==> src/rtl/step_run_ctrl_if.sv <==
// rtl/step_run_ctrl_if.sv - front-panel/core signal bundle for the run/step controller
// master drives buttons and halt; slave is the controller producing the enable.
interface step_run_ctrl_if #(
    parameter int CNT_W = 32
);
    logic             change;
    logic             step;
    logic             halt;
    logic             cpu_en;
    logic             mode;
    logic             halted;
    logic [CNT_W-1:0] tick_count;

    modport master (
        output change, step, halt,
        input  cpu_en, mode, halted, tick_count
    );

    modport slave (
        input  change, step, halt,
        output cpu_en, mode, halted, tick_count
    );
endinterface

==> src/rtl/step_run_ctrl.sv <==
// rtl/step_run_ctrl.sv - run/step clock-enable controller for the single-cycle core
// Buttons are synchronized and debounced; the FSM issues one-cycle cpu_en pulses.
module step_run_ctrl_btn #(
    parameter int DEBOUNCE_CYCLES = 16
) (
    input  logic clock,
    input  logic reset,
    input  logic raw,
    output logic rise_ev
);
    localparam int DW = $clog2(DEBOUNCE_CYCLES + 1);

    logic          sync1;
    logic          sync2;
    logic          deb;
    logic          deb_q;
    logic [DW-1:0] cnt;

    always_ff @(posedge clock or negedge reset) begin
        if (!reset) begin
            sync1   <= 1'b0;
            sync2   <= 1'b0;
            deb     <= 1'b0;
            deb_q   <= 1'b0;
            rise_ev <= 1'b0;
            cnt     <= '0;
        end else begin
            sync1   <= raw;
            sync2   <= sync1;
            deb_q   <= deb;
            rise_ev <= deb & ~deb_q;
            // Any sample agreeing with the accepted level restarts the stability window.
            if (sync2 == deb) begin
                cnt <= '0;
            end else if (cnt == DW'(DEBOUNCE_CYCLES - 1)) begin
                deb <= sync2;
                cnt <= '0;
            end else begin
                cnt <= cnt + DW'(1);
            end
        end
    end
endmodule

module step_run_ctrl #(
    parameter int DEBOUNCE_CYCLES = 16,
    parameter int RUN_DIV         = 4,
    parameter int CNT_W           = 32
) (
    input  logic             clock,
    input  logic             reset,
    step_run_ctrl_if.slave   bus
);
    localparam int DIV_W = (RUN_DIV > 1) ? $clog2(RUN_DIV) : 1;

    localparam logic [1:0] ST_STEP_IDLE = 2'd0;
    localparam logic [1:0] ST_RUN       = 2'd1;
    localparam logic [1:0] ST_HALTED    = 2'd2;

    logic             chg_ev;
    logic             stp_ev;
    logic [1:0]       state;
    logic [DIV_W-1:0] div;
    logic             cpu_en_r;
    logic [CNT_W-1:0] tick;

    step_run_ctrl_btn #(.DEBOUNCE_CYCLES(DEBOUNCE_CYCLES)) u_chg (
        .clock   (clock),
        .reset   (reset),
        .raw     (bus.change),
        .rise_ev (chg_ev)
    );

    step_run_ctrl_btn #(.DEBOUNCE_CYCLES(DEBOUNCE_CYCLES)) u_stp (
        .clock   (clock),
        .reset   (reset),
        .raw     (bus.step),
        .rise_ev (stp_ev)
    );

    always_ff @(posedge clock or negedge reset) begin
        if (!reset) begin
            state    <= ST_STEP_IDLE;
            div      <= '0;
            cpu_en_r <= 1'b0;
            tick     <= '0;
        end else begin
            cpu_en_r <= 1'b0;
            case (state)
                ST_STEP_IDLE: begin
                    // A mode change outranks a coincident step press.
                    if (chg_ev) begin
                        state <= ST_RUN;
                        div   <= '0;
                    end else if (stp_ev) begin
                        cpu_en_r <= 1'b1;
                        tick     <= tick + CNT_W'(1);
                    end
                end
                ST_RUN: begin
                    if (chg_ev) begin
                        state <= ST_STEP_IDLE;
                        div   <= '0;
                    end else if (bus.halt) begin
                        state <= ST_HALTED;
                    end else if (div == DIV_W'(RUN_DIV - 1)) begin
                        div      <= '0;
                        cpu_en_r <= 1'b1;
                        tick     <= tick + CNT_W'(1);
                    end else begin
                        div <= div + DIV_W'(1);
                    end
                end
                ST_HALTED: begin
                    if (chg_ev) begin
                        state <= ST_STEP_IDLE;
                        div   <= '0;
                    end
                end
                default: begin
                    state <= ST_STEP_IDLE;
                    div   <= '0;
                end
            endcase
        end
    end

    assign bus.cpu_en     = cpu_en_r;
    assign bus.mode       = (state != ST_STEP_IDLE);
    assign bus.halted     = (state == ST_HALTED);
    assign bus.tick_count = tick;
endmodule

==> src/flat_wrapper.sv <==
// flat-port wrapper written by rule: the top's interface ports become plain ports
module step_run_ctrl_flat 
#(
    parameter int DEBOUNCE_CYCLES = 16,
    parameter int RUN_DIV         = 4,
    parameter int CNT_W           = 32
)
  (clock, reset, bus_change, bus_step, bus_halt, bus_cpu_en, bus_mode, bus_halted, bus_tick_count);
  step_run_ctrl_if #(.CNT_W(CNT_W)) bus_i ();
  input  logic clock;
  input  logic reset;
  input wire logic [$bits(bus_i.change)-1:0] bus_change;
  input wire logic [$bits(bus_i.step)-1:0] bus_step;
  input wire logic [$bits(bus_i.halt)-1:0] bus_halt;
  output wire logic [$bits(bus_i.cpu_en)-1:0] bus_cpu_en;
  output wire logic [$bits(bus_i.mode)-1:0] bus_mode;
  output wire logic [$bits(bus_i.halted)-1:0] bus_halted;
  output wire logic [$bits(bus_i.tick_count)-1:0] bus_tick_count;
  assign bus_i.change = bus_change;
  assign bus_i.step = bus_step;
  assign bus_i.halt = bus_halt;
  assign bus_cpu_en = bus_i.cpu_en;
  assign bus_mode = bus_i.mode;
  assign bus_halted = bus_i.halted;
  assign bus_tick_count = bus_i.tick_count;
  step_run_ctrl #(.DEBOUNCE_CYCLES(DEBOUNCE_CYCLES), .RUN_DIV(RUN_DIV), .CNT_W(CNT_W)) u_core (.clock(clock), .reset(reset), .bus(bus_i));
endmodule
==> config.mk <==
export PLATFORM = sky130hd
export DESIGN_NAME = step_run_ctrl_flat
export DESIGN_NICKNAME = d
export VERILOG_FILES = /design/src/rtl/step_run_ctrl_if.sv /design/src/rtl/step_run_ctrl.sv /design/src/flat_wrapper.sv
export SDC_FILE = /design/constraint.sdc
export NUM_CORES = 1
export LEC_CHECK = 0
export ABC_AREA = 1
export CORE_ASPECT_RATIO = 1.2
export CORE_MARGIN = 2
export CORE_UTILIZATION = 30
export CTS_CLUSTER_DIAMETER = 120
export DETAILED_ROUTE_END_ITERATION = 8
export HOLD_SLACK_MARGIN = 0.15
export PLACE_DENSITY = 0.49
export SYNTH_ARGS = -nofsm -noshare
export SYNTH_HDL_FRONTEND = slang
export SYNTH_SLANG_ARGS = --single-unit
export TNS_END_PERCENT = 1
==> constraint.sdc <==
create_clock -name clock -period 1.77 [get_ports clock]
set_input_delay 0.354 -clock clock [delete_from_list [all_inputs] [get_ports clock]]
set_output_delay 0.354 -clock clock [all_outputs]
set_load 0.005 [all_outputs]
==> results.json <==
{
  "result_of_the_run": "finished clean",
  "reg2reg_to": "u_core.bus.tick_count[11]$_DFFE_PN0P_",
  "cellLeakagePower_nw": 1.58,
  "route.vias.total": 2316,
  "min_period_over_period_pct": 98.5,
  "instances_no_fill": 525,
  "cap_violations": 0,
  "crit-reg2reg-launch": "u_core.bus.tick_count[0]$_DFFE_PN0P_",
  "fin_total_pwr_mw": 2.70,
  "worst_slew_margin_rel_pct": 67.9,
  "routed_wirelength_mm": 6.35,
  "antenna_violations_before_repair": 0,
  "fp-row-count": 38,
  "clk_transition_reported_paths_ps": 60,
  "synth_area_um2": 2770,
  "achievable-frequency_ghz": 0.574,
  "overflow": 0,
  "synth_largest_type_area_fraction_pct": 51.5,
  "min_to": "u_core.u_stp.sync2$_DFF_PN0_",
  "grt_start_max_net_pins": 27,
  "post_route_cells_drive_above_1_share_pct": 9.88,
  "vias_in_the_first_global_route": 2394,
  "ir_worst_vdd_mv": 0.291,
  "aggregate_global_route_resource_usage_pct": 14.4,
  "hold_start": "u_core.u_stp.sync1$_DFF_PN0_",
  "layout.nets": 409,
  "routed_wire_length_per_instance_um": 12.1,
  "io_pins": 40,
  "power_per_cell_area_nw_per_um2": 750,
  "tritoncts": "built",
  "crit_path_start_kind": "register",
  "critPathMaxFanout": 3,
  "cp_data_required_time_ps": 1420,
  "bufs_on_longest_clock_path": 2,
  "antennaDiodeCount": 0,
  "layout.cell_area.non_filler_um2": 3600,
  "regToRegSetupSlack_ps": 200,
  "route.antenna.remaining_nets": 0,
  "worst_clock_skew_ps": 7.29,
  "area_delta_synth_final_pct": 29.9,
  "layout.filler_cells": 955,
  "fin_crit_ps": 1740,
  "hold_viol_final": 0,
  "cts_max_level": 3,
  "placedInstanceArea_um2": 3360,
  "drt_iter0_drc": 111,
  "routabilityCongestion": 0.823,
  "route.detailed.vias_per_inst": 4.41,
  "tightestPinTransition_ps": 479,
  "grt_pass1_wl_mm": 11.2,
  "worst_hold_path.num_cells": 0,
  "detail_route.first_pass.iterations": 4,
  "fp.coreArea_um2": 9030,
  "synth.yosys.seq_area_share_pct": 51.5,
  "timing.final.max_slew_violations": 0,
  "rsz0062_at_grt": "yes",
  "synthesis.instances": 340,
  "initial_core_utilization_pct": 30.7,
  "die_height_um": 109,
  "portBuffers": 39,
  "syn-num-nets": 349,
  "leading_post_synthesis_cells_by_cell_area": "dfrtp_1 (51%), nand2_1 (13%), nor2_1 (8.1%)",
  "dieArea_um2": 10000,
  "placedCellCount": 506,
  "final-setup-viol-count": 0,
  "detail_route.drc_violations": 0,
  "worst_hold_slack_across_all_endpoints_ps": 350,
  "synthesis.yosys.warnings": 0,
  "syn-mean-instance-area_um2": 8.15,
  "cp-end-kind": "output port",
  "criticalPathCategory": "reg -> out",
  "dpl_worst_slack_ps": -53.2,
  "finalWorstSetupSlack_ps": 27.1,
  "clk-insertion-delay-late_ps": 350,
  "layout.core_utilization_pct": 39.9,
  "die-width_um": 91.7,
  "root_buffer": "clkbuf_8",
  "ys_types": 24,
  "crit_path_start": "u_core.state[1]$_DFFE_PN0P_",
  "timing.critical_path.arrival_ps": 1390,
  "worst_r2r_path_depth": 6,
  "tns_ps": 0,
  "dp_hpwl_mm": 4.81,
  "synth.ff_latch_count": 57,
  "worstHoldPathType": "reg -> reg",
  "cts_made_buffers": 9,
  "tritoncts_num_sinks": 57,
  "post-synth-top-area-cell": "dfrtp_1"
}
==> layout by cell type (no fill, tap or decap) <==
| master | instances |
|---|---|
| nand3_4 | 1 |
| inv_1 | 40 |
| dfrtp_1 | 54 |
| a32o_1 | 1 |
| nand2_1 | 98 |
| dlygate4sd3_1 | 1 |
| dlygate4sd2_1 | 1 |
| nor2_2 | 3 |
| nor3_1 | 3 |
| clkdlybuf4s50_1 | 37 |
| clkinv_2 | 2 |
| dfrtp_2 | 3 |
| buf_2 | 1 |
| buf_4 | 11 |
| ha_1 | 4 |
| nand2_4 | 1 |
| nand3b_1 | 1 |
| a22oi_1 | 1 |
| clkinvlp_4 | 2 |
| inv_2 | 1 |
| xor2_1 | 8 |
| xnor2_1 | 12 |
| nand4_1 | 11 |
| clkbuf_1 | 1 |
| nor2_4 | 2 |
| nor2_1 | 57 |
| and3_1 | 2 |
| bufinv_16 | 1 |
| a21oi_1 | 10 |
| nand3_2 | 1 |
| o21ai_0 | 6 |
| nand3_1 | 17 |
| buf_12 | 1 |
| clkbuf_8 | 10 |
==> report_power, final <==
part | total, mW | internal [mW] | switching, mW | leakage [nW]
Combinational | 0.130 | 0.0596 | 0.0709 | 0.765
Sequential | 1.35 | 1.33 | 0.0215 | 0.722
Clock | 1.22 | 0.682 | 0.536 | 0.0953
Total | 2.70 | 2.07 | 0.629 | 1.58
==> routing by layer <==
layer / vias up / global-route usage (%) / share of wire [%]
li1: 1185 / - / -
met1: 1085 / 17.9 / 48
met2: 36 / 23.2 / 46
met3: 10 / 3.91 / 3.5
met4: 0 / 7.46 / 2.1
met5: - / 0 / 0
==> how the worst max path moves through the flow <==
| stage | end | slack, ps | depth (start not counted) |
|---|---|---|---|
| 2_1_floorplan | u_core.bus.tick_count[18]$_DFFE_PN0P_ | 370 | 8 |
| 3_5_place_dp | u_core.bus.tick_count[31]$_DFFE_PN0P_ | -50 | 8 |
| 6_report | bus_mode | 30 | 3 |
| 3_3_place_gp | u_core.bus.tick_count[19]$_DFFE_PN0P_ | -40 | 8 |
| 4_1_cts | bus_mode | 2 | 3 |
| 5_1_grt | bus_mode | -60 | 3 |
==> worst max-delay path, stage by stage (launching register included) <==
cell and delay [ps]:
dfrtp_2 430, nor2_4 130, inv_1 60, clkdlybuf4s50_1 430
==> area by class of cell <==
cell class | count | area (um^2) | area share, %
Clock buffer | 11 | 141 | 3.93
Clock inverter | 5 | 55.1 | 1.53
Inverter | 41 | 154 | 4.27
Multi-Input combinational cell | 239 | 1170 | 32.6
Sequential cell | 57 | 1430 | 39.7
Tap cell | 120 | 150 | 4.17
Timing Repair Buffer | 52 | 497 | 13.8
==> sequential cells by signal, indices dropped and copies added (netlist names), 2 cells and up <==
register / cells
u_core.u_chg.cnt: 5
u_core.div: 2
u_core.u_stp.cnt: 5
u_core.bus.tick_count: 32
u_core.state: 2
==> synth_stat cells <==
master and n:
nand2_1 98, nor2_1 60, dfrtp_1 57, inv_1 40
nand3_1 17, xnor2_1 12, nand4_1 11, a21oi_1 10
xor2_1 8, o21ai_0 6, ha_1 4, nor3_1 3
and3_1 2, buf_6 2, a22oi_1 1, a32o_1 1
buf_4 1, inv_2 1, nand2_4 1, nand3_2 1
nand3_4 1, nand3b_1 1, nor2_2 1, nor2_4 1
==> what timing repair did <==
item / in CTS / in global routing
setup buffers: 2 / 0
hold buffers: 1 / 0
endpoints found under the setup margin: 2 / 5
endpoints found under the hold margin: 17 / 0
resized for setup: 6 / 2
==> cells by family after synthesis <==
logic type | Yosys count | share of synthesized area, %
buffers and inverters | 44 | 6.64
xor gates and xnor gates | 20 | 6.32
adders and majority gates | 4 | 1.81
AOI/OAI and AO/OA | 18 | 3.52
and+or+nand+nor | 197 | 30.2
DFF | 57 | 51.5
(Power assumes the default switching activity.)
